--- src/rtl/i2c_pkg.sv ---
// Shared I2C definitions: target FSM states, default device address and
// ACK/NACK bit levels.
package i2c_pkg;

  typedef enum logic [3:0] {
    IDLE,
    ADDR,
    ADDR_ACK,
    REG,
    REG_ACK,
    WDATA,
    WDATA_ACK,
    RDATA,
    RDATA_ACK,
    IGNORE
  } i2c_state_e;

  // Same value the on-board master uses, so loopback needs no configuration.
  localparam logic [6:0] I2C_DEFAULT_ADDR = 7'h30;

  localparam logic I2C_ACK  = 1'b0;
  localparam logic I2C_NACK = 1'b1;

endpackage

--- src/rtl/i2c_bus_sync.sv ---
// Synchronises raw SCL/SDA pad inputs and derives SCL edges plus START/STOP
// bus conditions from the synchronised samples.
module i2c_bus_sync #(
  parameter int SYNC_STAGES = 2
) (
  input  logic clk,
  input  logic reset,
  input  logic scl_in,
  input  logic sda_in,
  output logic sda,
  output logic scl_rise,
  output logic scl_fall,
  output logic start,
  output logic stop
);

  logic [SYNC_STAGES-1:0] scl_sync;
  logic [SYNC_STAGES-1:0] sda_sync;
  logic                   scl_d;
  logic                   sda_d;
  logic                   scl;

  // Reset to the idle-bus level so leaving reset never fakes an edge on a quiet bus.
  // NOTE: state flops use non-blocking assignments so every flop samples pre-edge values.
  always_ff @(posedge clk) begin
    if (reset) begin
      scl_sync <= '1;
      sda_sync <= '1;
      scl_d    <= 1'b1;
      sda_d    <= 1'b1;
    end else begin
      scl_sync <= {scl_sync[SYNC_STAGES-2:0], scl_in};
      sda_sync <= {sda_sync[SYNC_STAGES-2:0], sda_in};
      scl_d    <= scl_sync[SYNC_STAGES-1];
      sda_d    <= sda_sync[SYNC_STAGES-1];
    end
  end

  assign scl      = scl_sync[SYNC_STAGES-1];
  assign sda      = sda_sync[SYNC_STAGES-1];
  assign scl_rise = scl & ~scl_d;
  assign scl_fall = ~scl & scl_d;
  assign start    = scl & scl_d & sda_d & ~sda;
  assign stop     = scl & scl_d & ~sda_d & sda;

endmodule

--- src/rtl/i2c_target.sv ---
// I2C target endpoint: 7-bit address, 8-bit register pointer, auto-increment
// burst writes and repeated-start reads onto a simple register-file port.
module i2c_target
  import i2c_pkg::*;
#(
  parameter logic [6:0] DEV_ADDR    = I2C_DEFAULT_ADDR,
  parameter int         SYNC_STAGES = 2
) (
  input  logic       clk,
  input  logic       reset,
  input  logic       scl_in,
  input  logic       sda_in,
  output logic       sda_oe,
  output logic [7:0] reg_addr,
  output logic [7:0] wr_data,
  output logic       wr_en,
  input  logic [7:0] rd_data,
  output logic       rd_en,
  output logic       busy
);

  logic       sda_s;
  logic       scl_rise;
  logic       scl_fall;
  logic       start;
  logic       stop;

  i2c_state_e state;
  i2c_state_e state_next;
  logic [7:0] shift_q;
  logic [7:0] byte_in;
  logic [2:0] bit_cnt;
  logic       ack_on;
  logic       rw;
  logic       wr_pend;
  logic       rd_req;
  logic       rd_load;
  logic       last_bit_in;

  i2c_bus_sync #(.SYNC_STAGES(SYNC_STAGES)) u_sync (
    .clk      (clk),
    .reset    (reset),
    .scl_in   (scl_in),
    .sda_in   (sda_in),
    .sda      (sda_s),
    .scl_rise (scl_rise),
    .scl_fall (scl_fall),
    .start    (start),
    .stop     (stop)
  );

  assign byte_in     = {shift_q[6:0], sda_s};
  assign last_bit_in = scl_rise && (bit_cnt == 3'd0);

  always_ff @(posedge clk) begin
    if (reset) state <= IDLE;
    else       state <= state_next;
  end

  // NOTE: state_next gets its default before any branch, so no latch is inferred.
  always_comb begin
    state_next = state;
    case (state)
      ADDR:      if (last_bit_in) state_next = (byte_in[7:1] == DEV_ADDR) ? ADDR_ACK : IGNORE;
      ADDR_ACK:  if (scl_fall && ack_on) state_next = rw ? RDATA : REG;
      REG:       if (last_bit_in) state_next = REG_ACK;
      REG_ACK:   if (scl_fall && ack_on) state_next = WDATA;
      WDATA:     if (last_bit_in) state_next = WDATA_ACK;
      WDATA_ACK: if (scl_fall && ack_on) state_next = WDATA;
      RDATA:     if (scl_fall && (bit_cnt == 3'd0)) state_next = RDATA_ACK;
      RDATA_ACK: begin
        if (scl_rise && !ack_on && (sda_s == I2C_NACK)) state_next = IGNORE;
        else if (scl_fall && ack_on)                   state_next = RDATA;
      end
      IDLE, IGNORE: state_next = state;
      default:      state_next = IDLE;
    endcase
    // Bus conditions override any bit-level progress on the same cycle.
    if (stop)       state_next = IDLE;
    else if (start) state_next = ADDR;
  end

  // NOTE: every datapath register, including the shift register, is reset so a
  // mid-transfer reset returns the port to a known, bus-released state.
  always_ff @(posedge clk) begin
    if (reset) begin
      sda_oe   <= 1'b0;
      reg_addr <= 8'h00;
      wr_data  <= 8'h00;
      wr_en    <= 1'b0;
      rd_en    <= 1'b0;
      busy     <= 1'b0;
      shift_q  <= 8'h00;
      bit_cnt  <= 3'd7;
      ack_on   <= 1'b0;
      rw       <= 1'b0;
      wr_pend  <= 1'b0;
      rd_req   <= 1'b0;
      rd_load  <= 1'b0;
    end else begin
      wr_en   <= wr_pend;
      wr_pend <= 1'b0;
      rd_en   <= rd_req;
      rd_req  <= 1'b0;
      rd_load <= rd_en;
      if (wr_en)   reg_addr <= reg_addr + 8'd1;
      if (rd_load) shift_q  <= rd_data;

      if (stop) begin
        sda_oe <= 1'b0;
        busy   <= 1'b0;
        ack_on <= 1'b0;
      end else if (start) begin
        sda_oe  <= 1'b0;
        ack_on  <= 1'b0;
        bit_cnt <= 3'd7;
      end else begin
        case (state)
          ADDR, REG, WDATA: begin
            if (scl_rise) begin
              shift_q <= byte_in;
              bit_cnt <= bit_cnt - 3'd1;
              if (bit_cnt == 3'd0) begin
                if (state == ADDR && byte_in[7:1] == DEV_ADDR) begin
                  busy <= 1'b1;
                  rw   <= byte_in[0];
                end
                if (state == REG) reg_addr <= byte_in;
                if (state == WDATA) begin
                  wr_data <= byte_in;
                  wr_pend <= 1'b1;
                end
              end
            end
          end
          ADDR_ACK, REG_ACK, WDATA_ACK: begin
            if (scl_fall) begin
              if (!ack_on) begin
                sda_oe <= ~I2C_ACK;
                ack_on <= 1'b1;
                if (state == ADDR_ACK && rw) rd_en <= 1'b1;
              end else begin
                ack_on  <= 1'b0;
                bit_cnt <= 3'd7;
                // A read starts driving its MSB on the same fall that ends the ACK.
                sda_oe  <= (state == ADDR_ACK && rw) ? ~shift_q[7] : 1'b0;
              end
            end
          end
          RDATA: begin
            if (scl_fall) begin
              if (bit_cnt == 3'd0) begin
                sda_oe <= 1'b0;
                ack_on <= 1'b0;
              end else begin
                shift_q <= {shift_q[6:0], 1'b0};
                sda_oe  <= ~shift_q[6];
                bit_cnt <= bit_cnt - 3'd1;
              end
            end
          end
          RDATA_ACK: begin
            if (scl_rise && !ack_on && (sda_s == I2C_ACK)) begin
              reg_addr <= reg_addr + 8'd1;
              rd_req   <= 1'b1;
              ack_on   <= 1'b1;
            end else if (scl_fall && ack_on) begin
              ack_on  <= 1'b0;
              bit_cnt <= 3'd7;
              sda_oe  <= ~shift_q[7];
            end
          end
          default: sda_oe <= 1'b0;
        endcase
      end
    end
  end

endmodule
--- config.mk ---
export PLATFORM = sky130hd
export DESIGN_NAME = i2c_target
export DESIGN_NICKNAME = d
export VERILOG_FILES = /design/src/rtl/i2c_pkg.sv /design/src/rtl/i2c_bus_sync.sv /design/src/rtl/i2c_target.sv
export SDC_FILE = /design/constraint.sdc
export NUM_CORES = 1
export LEC_CHECK = 0
export ABC_CLOCK_PERIOD_IN_PS = 2290
export CAP_MARGIN = 25
export CORE_MARGIN = 2
export CORE_UTILIZATION = 35
export DETAILED_ROUTE_END_ITERATION = 10
export GPL_TIMING_DRIVEN = 0
export SYNTH_ARGS = -nofsm -noshare
export SYNTH_HDL_FRONTEND = slang
export SYNTH_SLANG_ARGS = --single-unit
--- constraint.sdc ---
create_clock -name clk -period 2.29 [get_ports clk]
set_input_delay 0.458 -clock clk [delete_from_list [all_inputs] [get_ports clk]]
set_output_delay 0.458 -clock clk [all_outputs]
set_load 0.02 [all_outputs]
==> results of run 1 <==
[metal layers]
| metal | global-route usage | routed length, um |
|---|---|---|
| met1 | 0.255 | 3290 |
| met2 | 0.285 | 3050 |
| met3 | 0.0280 | 400 |
| met4 | 0.0482 | 40 |
| met5 | 0 | 0 |
[layout by cell type, fill, tap and decap left out, drive strengths merged, types with 2 or more instances in the layout]
| cell type | instances |
|---|---|
| nor4b | 2 |
| or2 | 8 |
| a221oi | 4 |
| nand2 | 25 |
| nor2 | 26 |
| inv | 12 |
| or3 | 4 |
| mux2i | 12 |
| xnor2 | 6 |
| nand4 | 5 |
| clkdlybuf4s50 | 31 |
| o22ai | 5 |
| buf | 7 |
| a21oi | 21 |
| clkbuf | 16 |
| o32ai | 2 |
| nor3 | 12 |
| o2111ai | 2 |
| nor4 | 2 |
| nand3 | 12 |
| o31a | 2 |
| o311ai | 2 |
| xor2 | 6 |
| a31o | 5 |
| nor2b | 6 |
| clkinvlp | 2 |
| dfxtp | 46 |
| o21ai | 13 |
| o21a | 2 |
| and2 | 2 |
| a211oi | 6 |
| a31oi | 3 |
| ha | 3 |
| nand2b | 4 |
[kinds of logic (layout without fill, tap and decap cells)]
logic type,count (synthesis),count (layout),share of synthesized area
and+or+nand+nor,116,116,0.254
muxes,12,12,0.0478
AOI/OAI and AO/OA,83,83,0.229
DFF,46,46,0.367
buffers and inverters,29,68,0.0458
xor gates and xnor gates,12,12,0.0419
adders and majority gates,3,3,0.0149
[cell type report]
class / instances / area share
Buffer: 18 / 0.0247
Clock buffer: 5 / 0.0227
Clock inverter: 3 / 0.00783
Inverter: 11 / 0.0136
Multi-Input combinational cell: 226 / 0.486
Sequential cell: 46 / 0.303
Tap cell: 96 / 0.0395
Timing Repair Buffer: 31 / 0.102
[path summary, 6_finish.rpt]
| check | start | end | slack (ns) | cells past startpoint |
|---|---|---|---|---|
| hold reg to reg | u_sync.scl_sync[0]$_SDFF_PP1_ | u_sync.scl_sync[1]$_SDFF_PP1_ | 0.42 | 1 |
| hold / removal | u_sync.scl_sync[0]$_SDFF_PP1_ | u_sync.scl_sync[1]$_SDFF_PP1_ | 0.42 | 1 |
| setup / recovery | u_sync.sda_sync[1]$_SDFF_PP1_ | state[0]$_SDFFE_PP0P_ | 0.28 | 6 |
| setup reg to reg | u_sync.sda_sync[1]$_SDFF_PP1_ | state[0]$_SDFFE_PP0P_ | 0.28 | 6 |
[through the flow]
| stage | util | total power, mW |
|---|---|---|
| after detailed placement | 0.428 | 0.926 |
| after global routing | 0.442 | 1.49 |
| after global placement | 0.428 | 0.926 |
| after floorplan | - | 0.883 |
| final | 0.442 | 1.45 |
| after CTS | 0.442 | 1.45 |
[power by group through the flow]
stage,registers [mW],clock network [mW],logic [mW]
3_3_place_gp,0.828,0,0.0986
2_1_floorplan,0.827,0,0.0564
4_1_cts,0.809,0.545,0.0983
3_5_place_dp,0.828,0,0.0978
5_1_grt,0.810,0.572,0.107
6_report,0.809,0.538,0.0982
[timing repair]
item	CTS	global route
setup endpoints to repair	0	8
hold endpoints to repair	0	0
gates resized for setup	0	3
setup buffers	0	0
[registers in the layout, indices dropped and copies added (netlist names)]
register         flops
wr_pend              1
shift_q              8
ack_on               1
u_sync.sda_sync      2
sda_oe               1
rw                   1
state                4
reg_addr             8
u_sync.scl_d         1
u_sync.sda_d         1
bit_cnt              3
rd_req               1
wr_en                1
wr_data              8
u_sync.scl_sync      2
rd_en                1
rd_load              1
busy                 1
==> out/qor.json, run 1 <==
{
  "cp_max_fo": {"value": 9},
  "placementRows": {"value": 30},
  "most_used_standard_cells_in_the_synthesized_netlist": {"value": "46 x dfxtp_1, 26 x nor2_1, 25 x nand2_1"},
  "dr_total_vias": {"value": 2346},
  "cts.htree.levels": {"value": 2},
  "worst_setup_path_end_kind": {"value": "register"},
  "cp_top_family": {"value": "simple AND/OR/NAND/NOR gates"},
  "grt_start_max_net_pins": {"value": 17},
  "cp_slowest_stage_delay": {"value": 0.43, "unit": "ns"},
  "antenna_violations_before_repair": {"value": 0},
  "yosys-top-cells-area": {"value": "dfxtp_1 37%, mux2i_1 4.8%, a21oi_1 4.2%"},
  "area_growth_syn_to_fin": {"value": 21.0, "unit": "%"},
  "drive_above_1_share": {"value": 0.106},
  "worst-path-buf-inv": {"value": 1},
  "final_worst_setup_slack": {"value": 0.276, "unit": "ns"},
  "endpoint_required_time_on_the_critical_path": {"value": 2.49, "unit": "ns"},
  "design.portCount": {"value": 32},
  "grt_pass1_wl": {"value": 11000, "unit": "um"},
  "power.share.combinational": {"value": 0.068},
  "status": {"value": "finished clean"},
  "min_path_type": {"value": "register to register"},
  "area_share_of_the_largest_cell_type_after_synthesis": {"value": 0.367},
  "p_sw_frac": {"value": 0.264},
  "slew-limit-headroom": {"value": 0.450},
  "finish.net_count": {"value": 354},
  "placement.setup.worst_slack": {"value": 0.115, "unit": "ns"},
  "start_kind": {"value": "register"},
  "worst_skew_pair.late_latency": {"value": 0.32, "unit": "ns"},
  "cts.path.max_buffers": {"value": 2},
  "multi_input_area": {"value": 1480, "unit": "um^2"},
  "yosys_warnings": {"value": 0},
  "syn_area": {"value": 2510, "unit": "um^2"},
  "avgViaCountPerCell": {"value": 5.38},
  "reg_clk_slew_reported_paths": {"value": 0.09, "unit": "ns"},
  "synthArstFlopShare": {"value": 0},
  "routabilityCongestion": {"value": 0.923},
  "power.density_cell_area": {"value": 476, "unit": "nW/um^2"},
  "dominantRegCellSynth": {"value": "dfxtp_1"},
  "dpl.hpwl": {"value": 5000, "unit": "um"},
  "postPlaceCellArea": {"value": 2940, "unit": "um^2"},
  "timing.final.crit_share": {"value": 0.879},
  "die_area": {"value": 7870, "unit": "um^2"},
  "die-width": {"value": 88.7, "unit": "um"},
  "clock_skew": {"value": 0.0170, "unit": "ns"},
  "rsz0062_at_grt": {"value": "false"},
  "fin_worst_hold_slack": {"value": 0.415, "unit": "ns"},
  "ff_latch_area": {"value": 921, "unit": "um^2"},
  "cellInternalPower": {"value": 1.06, "unit": "mW"},
  "switching_power_of_the_nets": {"value": 0.381, "unit": "mW"},
  "cp.arrival": {"value": 2.21, "unit": "ns"},
  "fp.dieH": {"value": 88.7, "unit": "um"},
  "setup_viol": {"value": 0},
  "cts_tree": {"value": "yes"},
  "start_util": {"value": 0.366},
  "postSynthRegisterBits": {"value": 46},
  "syn_inst": {"value": 301},
  "postRouteAntennaNets": {"value": 0},
  "seq_area_frac_synth": {"value": 0.367},
  "sequential_group_share_of_total_power": {"value": 0.560},
  "port-buffer-count": {"value": 31},
  "cts.sink_count": {"value": 46},
  "count_of_final_hold_check_violations": {"value": 0},
  "period_minus_slack": {"value": 2.01, "unit": "ns"},
  "total_global_route_track_usage": {"value": 0.180},
  "detailedRoute.firstPassIterationCount": {"value": 4},
  "route.final.wire_length": {"value": 6780, "unit": "um"},
  "gr-total-overflow": {"value": 0},
  "vias_in_the_first_global_route": {"value": 2119},
  "crit_path_top_delay_cell": {"value": "or3_4"},
  "route.detailed.wl_per_inst": {"value": 15.6, "unit": "um"},
  "core_region_area": {"value": 6870, "unit": "um^2"},
  "yosys.cell_count.top_type": {"value": "dfxtp_1"},
  "filler_cell_count": {"value": 704},
  "vdd.ir_drop.worst": {"value": 306, "unit": "uV"},
  "cap_viol_max_count": {"value": 0},
  "netlist.top_cell.by_area": {"value": "dfxtp_1"},
  "worstPathCellList": {"value": "buf_2, nand4bb_1, a21oi_1, nor2_1, or3_4, o311a_1"},
  "synth_edf_count": {"value": 0},
  "setup-tns-final": {"value": 0, "unit": "ns"},
  "worst-setup-path-type": {"value": "register to register"},
  "number_of_buffers_created_by_cts": {"value": 5},
  "design_area": {"value": 3040, "unit": "um^2"},
  "detail_route.drc_violations": {"value": 0},
  "synth.lib_cells_used.distinct": {"value": 64},
  "synth_nets": {"value": 316},
  "drt_iter0_markers": {"value": 95},
  "hold_bufs_inserted_after_cts": {"value": 0},
  "fmax": {"value": 497, "unit": "MHz"},
  "share_clk_of_total_power": {"value": 0.372},
  "antennaDiodeCount": {"value": 0},
  "buffer_cell_driving_the_clock_tree_root": {"value": "clkbuf_8"},
  "timing.final.max_slew_violations": {"value": 0},
  "leakagePower": {"value": 1.02, "unit": "nW"},
  "syn_area_per_cell": {"value": 8.34, "unit": "um^2"},
  "worstMarginPinSlew": {"value": 0.821, "unit": "ns"},
  "non_filler_cells_in_the_finished_layout": {"value": 436},
  "placedCellCount": {"value": 428}
}
Note: power is estimated with default switching activity, not from simulation.
==> run 2, diff against run 1 <==
--- a/config.mk
+++ b/config.mk
@@ -10,7 +10,9 @@
 export CORE_MARGIN = 2
 export CORE_UTILIZATION = 35
 export DETAILED_ROUTE_END_ITERATION = 10
+export GPL_ROUTABILITY_DRIVEN = 0
 export GPL_TIMING_DRIVEN = 0
+export HOLD_SLACK_MARGIN = 0.1
 export SYNTH_ARGS = -nofsm -noshare
 export SYNTH_HDL_FRONTEND = slang
 export SYNTH_SLANG_ARGS = --single-unit
==> run 2 against run 1 <==
  * Flip-flop and latch count is the same
  * Cell count unchanged
  * Routed wire length decreased by 2.4%
  * Final area rose by 0.58%
  * Clock skew decreased by 0.0094 ns
  * Sequential share of layout area is 0.17 points lower
  * Core utilization up 0.25 points
  * First-iteration DRC count increased by 79%
  * Critical path type unchanged
  * Largest power group unchanged
==> out/qor.json, run 2 (same netlist as run 1, synthesis figures left out) <==
{
  "cts.sink_count": {"value": 46},
  "rsz0062_at_grt": {"value": "false"},
  "power.density_cell_area": {"value": 502, "unit": "nW/um^2"},
  "detail_route.drc_violations": {"value": 0},
  "total_power": {"value": 1.53, "unit": "mW"},
  "placedCellCount": {"value": 428},
  "vdd.ir_drop.worst": {"value": 297, "unit": "uV"},
  "dpl.hpwl": {"value": 4910, "unit": "um"},
  "worst-path-buf-inv": {"value": 2},
  "clock_skew": {"value": 0.00767, "unit": "ns"},
  "start_kind": {"value": "register"},
  "worst_skew_pair.late_latency": {"value": 0.30, "unit": "ns"},
  "fmax": {"value": 479, "unit": "MHz"},
  "crit_path_top_delay_cell": {"value": "or3_1"},
  "cp_max_fo": {"value": 9},
  "cp.arrival": {"value": 2.27, "unit": "ns"},
  "buffer_cell_driving_the_clock_tree_root": {"value": "clkbuf_8"},
  "slew-limit-headroom": {"value": 0.420},
  "dr_total_vias": {"value": 2373},
  "biggestRegsByFlops": {"value": "reg_addr: 8 flops, shift_q: 8 flops, wr_data: 8 flops"},
  "cap_viol_max_count": {"value": 0},
  "antenna_violations_before_repair": {"value": 0},
  "gr-total-overflow": {"value": 0},
  "finish.net_count": {"value": 354},
  "cts.path.max_buffers": {"value": 2},
  "cp_top_family": {"value": "simple AND/OR/NAND/NOR gates"},
  "period_minus_slack": {"value": 2.09, "unit": "ns"},
  "grt_pass1_wl": {"value": 10900, "unit": "um"},
  "cp_slowest_stage_delay": {"value": 0.37, "unit": "ns"},
  "most-common-layout-cells": {"value": "46 x dfxtp_1, 31 x clkdlybuf4s50_1, 26 x nor2_1"},
  "placementRows": {"value": 30},
  "port-buffer-count": {"value": 31},
  "die_area": {"value": 7870, "unit": "um^2"},
  "vias_in_the_first_global_route": {"value": 2227},
  "worstMarginPinSlew": {"value": 0.866, "unit": "ns"},
  "cts_tree": {"value": "yes"},
  "setup-tns-final": {"value": 0, "unit": "ns"},
  "non_filler_cells_in_the_finished_layout": {"value": 436},
  "grt_start_max_net_pins": {"value": 16},
  "endpoint_required_time_on_the_critical_path": {"value": 2.47, "unit": "ns"},
  "setup_viol": {"value": 0},
  "status": {"value": "finished clean"},
  "number_of_buffers_created_by_cts": {"value": 5},
  "fp.dieH": {"value": 88.7, "unit": "um"},
  "worst-setup-path-type": {"value": "register to register"},
  "design.portCount": {"value": 32},
  "area_growth_syn_to_fin": {"value": 21.7, "unit": "%"},
  "reg_clk_slew_reported_paths": {"value": 0.09, "unit": "ns"},
  "avgViaCountPerCell": {"value": 5.44},
  "drt_iter0_markers": {"value": 170},
  "route.final.wire_length": {"value": 6620, "unit": "um"},
  "route.detailed.wl_per_inst": {"value": 15.2, "unit": "um"},
  "timing.final.crit_share": {"value": 0.912},
  "worst_setup_path_end_kind": {"value": "register"},
  "timing.final.max_slew_violations": {"value": 0},
  "layout.cells.most_common": {"value": "dfxtp_1"},
  "drive_above_1_share": {"value": 0.103},
  "cts.htree.levels": {"value": 2},
  "die-width": {"value": 88.7, "unit": "um"},
  "core_region_area": {"value": 6870, "unit": "um^2"},
  "leakagePower": {"value": 1.04, "unit": "nW"},
  "total_global_route_track_usage": {"value": 0.179},
  "min_path_type": {"value": "register to register"},
  "detailedRoute.firstPassIterationCount": {"value": 4},
  "hold_bufs_inserted_after_cts": {"value": 0},
  "worstPathCellList": {"value": "inv_1, ha_1, nor2b_1, nand3_1, or3_1, clkbuf_1, nand2_1, a21oi_1"},
  "postRouteAntennaNets": {"value": 0},
  "antennaDiodeCount": {"value": 0},
  "start_util": {"value": 0.366},
  "count_of_final_hold_check_violations": {"value": 0}
}
==> run 2: final timing paths <==
kind	from	end	slack, ns	cells past startpoint
max reg2reg	bit_cnt[0]$_SDFFE_PP1P_	wr_data[7]$_SDFFE_PP0P_	0.20	8
max	bit_cnt[0]$_SDFFE_PP1P_	wr_data[7]$_SDFFE_PP0P_	0.20	8
min	u_sync.scl_sync[0]$_SDFF_PP1_	u_sync.scl_sync[1]$_SDFF_PP1_	0.41	1
min reg2reg	u_sync.scl_sync[0]$_SDFF_PP1_	u_sync.scl_sync[1]$_SDFF_PP1_	0.41	1
==> run 2: what timing repair did <==
action | in CTS | in global routing
endpoints found under the setup margin | 0 | 6
buffers inserted | 0 | 0
gates resized for setup | 0 | 2
==> run 2: layer usage <==
metal,share of wire,wire [um],track usage,vias to the layer above
met4,0.023,150,0.0592,0
met5,0,0,0,-
met1,0.48,3170,0.246,1120
met2,0.46,3030,0.286,58
li1,-,-,-,1181
met3,0.040,262,0.0308,14
==> run 2: layout make-up <==
class	instances	area (um^2)
fill	708	3810
buffer	18	75.1
inverter	11	41.3
clock buffer	5	68.8
clock inverter	3	43.8
multi-input combinational	226	1480
timing repair buffer	31	310
sequential	46	921
tap	96	120
==> run 2: through the flow <==
step / util / setup slack, ns / area [um^2] / hold WS [ns]
floorplan: - / 0.497 / 2510 / 0.389
global placement: 0.428 / 0.103 / 2940 / 0.391
finish: 0.445 / 0.202 / 3060 / 0.415
global route: 0.445 / 0.00875 / 3060 / 0.440
detailed placement: 0.428 / 0.0758 / 2940 / 0.395
CTS: 0.445 / 0.0780 / 3050 / 0.417
==> run 2: power breakdown <==
part / internal [mW] / switching [mW]
combinational: 0.0399 / 0.0571
sequential: 0.805 / 0.00441
clock: 0.328 / 0.301
==> run 3, diff against run 2 <==
--- a/config.mk
+++ b/config.mk
@@ -7,6 +7,7 @@
 export LEC_CHECK = 0
 export ABC_CLOCK_PERIOD_IN_PS = 2290
 export CAP_MARGIN = 25
+export CORE_ASPECT_RATIO = 0.7
 export CORE_MARGIN = 2
 export CORE_UTILIZATION = 35
 export DETAILED_ROUTE_END_ITERATION = 10
==> run 3 against run 2 <==
  * Critical endpoint is now rw$_SDFFE_PP0P_
  * Routed wire length grew 4.8%
  * Clock-buffer cell count unchanged
  * Critical path depth fell by 1
  * Final area barely moved
==> out/qor.json, run 3 (same netlist as run 1, synthesis figures left out) <==
{
  "gr-total-overflow": {"value": 0},
  "endpoint_required_time_on_the_critical_path": {"value": 2.47, "unit": "ns"},
  "area_growth_syn_to_fin": {"value": 21.6, "unit": "%"},
  "slew-limit-headroom": {"value": 0.469},
  "timing.final.max_slew_violations": {"value": 0},
  "p_sw_frac": {"value": 0.241},
  "switching_power_of_the_nets": {"value": 0.373, "unit": "mW"},
  "biggestRegsByFlops": {"value": "reg_addr: 8 flops, shift_q: 8 flops, wr_data: 8 flops"},
  "total_global_route_track_usage": {"value": 0.188},
  "cts_setup_buffers": {"value": 0},
  "worst_setup_path_end_kind": {"value": "register"},
  "number_of_buffers_created_by_cts": {"value": 5},
  "most-common-layout-cells": {"value": "46 x dfxtp_1, 31 x clkdlybuf4s50_1, 26 x nor2_1"},
  "cellInternalPower": {"value": 1.17, "unit": "mW"},
  "die_area": {"value": 7880, "unit": "um^2"},
  "period_minus_slack": {"value": 2.16, "unit": "ns"},
  "cts.htree.levels": {"value": 2},
  "grt_pass1_wl": {"value": 11600, "unit": "um"},
  "placement.setup.worst_slack": {"value": -0.00518, "unit": "ns"},
  "vias_in_the_first_global_route": {"value": 2239},
  "finish.net_count": {"value": 354},
  "dpl.hpwl": {"value": 5110, "unit": "um"},
  "share_clk_of_total_power": {"value": 0.411},
  "cts.sink_count": {"value": 46},
  "die-width": {"value": 105, "unit": "um"},
  "fp.dieH": {"value": 74.9, "unit": "um"},
  "worstMarginPinSlew": {"value": 0.792, "unit": "ns"},
  "power.share.combinational": {"value": 0.066},
  "worst-setup-path-type": {"value": "register to register"},
  "min_path_type": {"value": "register to register"},
  "leakagePower": {"value": 1.04, "unit": "nW"},
  "route.detailed.wl_per_inst": {"value": 16.0, "unit": "um"},
  "cts_tree": {"value": "yes"},
  "core_region_area": {"value": 6850, "unit": "um^2"},
  "rsz0062_at_grt": {"value": "true"},
  "vdd.ir_drop.worst": {"value": 276, "unit": "uV"},
  "start_kind": {"value": "register"},
  "detail_route.drc_violations": {"value": 0},
  "fin_worst_hold_slack": {"value": 0.420, "unit": "ns"},
  "cp.arrival": {"value": 2.34, "unit": "ns"},
  "reg_clk_slew_reported_paths": {"value": 0.08, "unit": "ns"},
  "postRouteAntennaNets": {"value": 0},
  "drt_iter0_markers": {"value": 197},
  "layout.cells.most_common": {"value": "dfxtp_1"},
  "fmax": {"value": 463, "unit": "MHz"},
  "cp_max_fo": {"value": 4},
  "r2r_slack": {"value": 0.13, "unit": "ns"},
  "timing.final.crit_share": {"value": 0.943},
  "design.portCount": {"value": 32},
  "route.final.wire_length": {"value": 6940, "unit": "um"},
  "cap_viol_max_count": {"value": 0},
  "start_util": {"value": 0.367},
  "clock_skew": {"value": 0.0144, "unit": "ns"},
  "setup_viol": {"value": 0},
  "layout.core_utilization": {"value": 0.446},
  "grt_start_max_net_pins": {"value": 16},
  "sequential_group_share_of_total_power": {"value": 0.524},
  "avgViaCountPerCell": {"value": 5.53},
  "placementRows": {"value": 25},
  "setup-tns-final": {"value": 0, "unit": "ns"},
  "status": {"value": "finished clean"},
  "antenna_violations_before_repair": {"value": 0},
  "buffer_cell_driving_the_clock_tree_root": {"value": "clkbuf_8"},
  "count_of_final_hold_check_violations": {"value": 0},
  "port-buffer-count": {"value": 31},
  "detailedRoute.firstPassIterationCount": {"value": 5},
  "dr_total_vias": {"value": 2401},
  "cts.path.max_buffers": {"value": 2},
  "antennaDiodeCount": {"value": 0},
  "drive_above_1_share": {"value": 0.103},
  "power.density_cell_area": {"value": 506, "unit": "nW/um^2"},
  "final_worst_setup_slack": {"value": 0.130, "unit": "ns"},
  "worst_skew_pair.late_latency": {"value": 0.31, "unit": "ns"}
}
==> run 3: timing repair <==
action,CTS,global route
hold buffers,0,0
resized for setup,1,0
setup endpoints to repair,1,1
==> run 3: final timing paths <==
check | start | end | cells after the start
hold / removal | u_sync.sda_sync[0]$_SDFF_PP1_ | u_sync.sda_sync[1]$_SDFF_PP1_ | 1
setup / recovery | bit_cnt[0]$_SDFFE_PP1P_ | rw$_SDFFE_PP0P_ | 7
hold reg to reg | u_sync.sda_sync[0]$_SDFF_PP1_ | u_sync.sda_sync[1]$_SDFF_PP1_ | 1
setup reg to reg | bit_cnt[0]$_SDFFE_PP1P_ | rw$_SDFFE_PP0P_ | 7
==> run 3: per-stage QoR <==
step                      power (mW)  area, um^2  cells
after global routing            1.60        3050    434
after CTS                       1.56        3050    434
after detailed placement       0.927        2940    426
after global placement         0.928        2940    426
after floorplan                0.883        2510    301
final                           1.55        3050    434
==> run 3: layout make-up <==
class	instances	area [um^2]
fill	679	3800
sequential	46	921
timing repair buffer	31	310
clock buffer	5	68.8
tap	94	118
inverter	11	41.3
buffer	18	75.1
clock inverter	3	43.8
multi-input combinational	226	1480
==> run 3: critical path: stages, from the launching register on <==
cell and delay [ns]:
dfxtp_1 0.32, inv_1 0.10, ha_1 0.17, nor2b_1 0.36, nand3_1 0.25, nor3_1 0.55, mux2i_1 0.25, nor2_1 0.05
==> run 3: metal layers <==
metal / GRT usage / vias up / routed length [um]
met4: 0.0533 / 0 / 103
met5: 0 / - / 0
met3: 0.0450 / 13 / 621
li1: - / 1187 / -
met2: 0.263 / 113 / 2670
met1: 0.284 / 1088 / 3550
==> run 3: power by group through the flow <==
stage	Sequential, mW	Clock [mW]	Combinational [mW]
6_report	0.809	0.634	0.102
5_1_grt	0.811	0.677	0.110
4_1_cts	0.809	0.646	0.101
3_5_place_dp	0.828	0	0.0996
3_3_place_gp	0.828	0	0.101
2_1_floorplan	0.827	0	0.0564
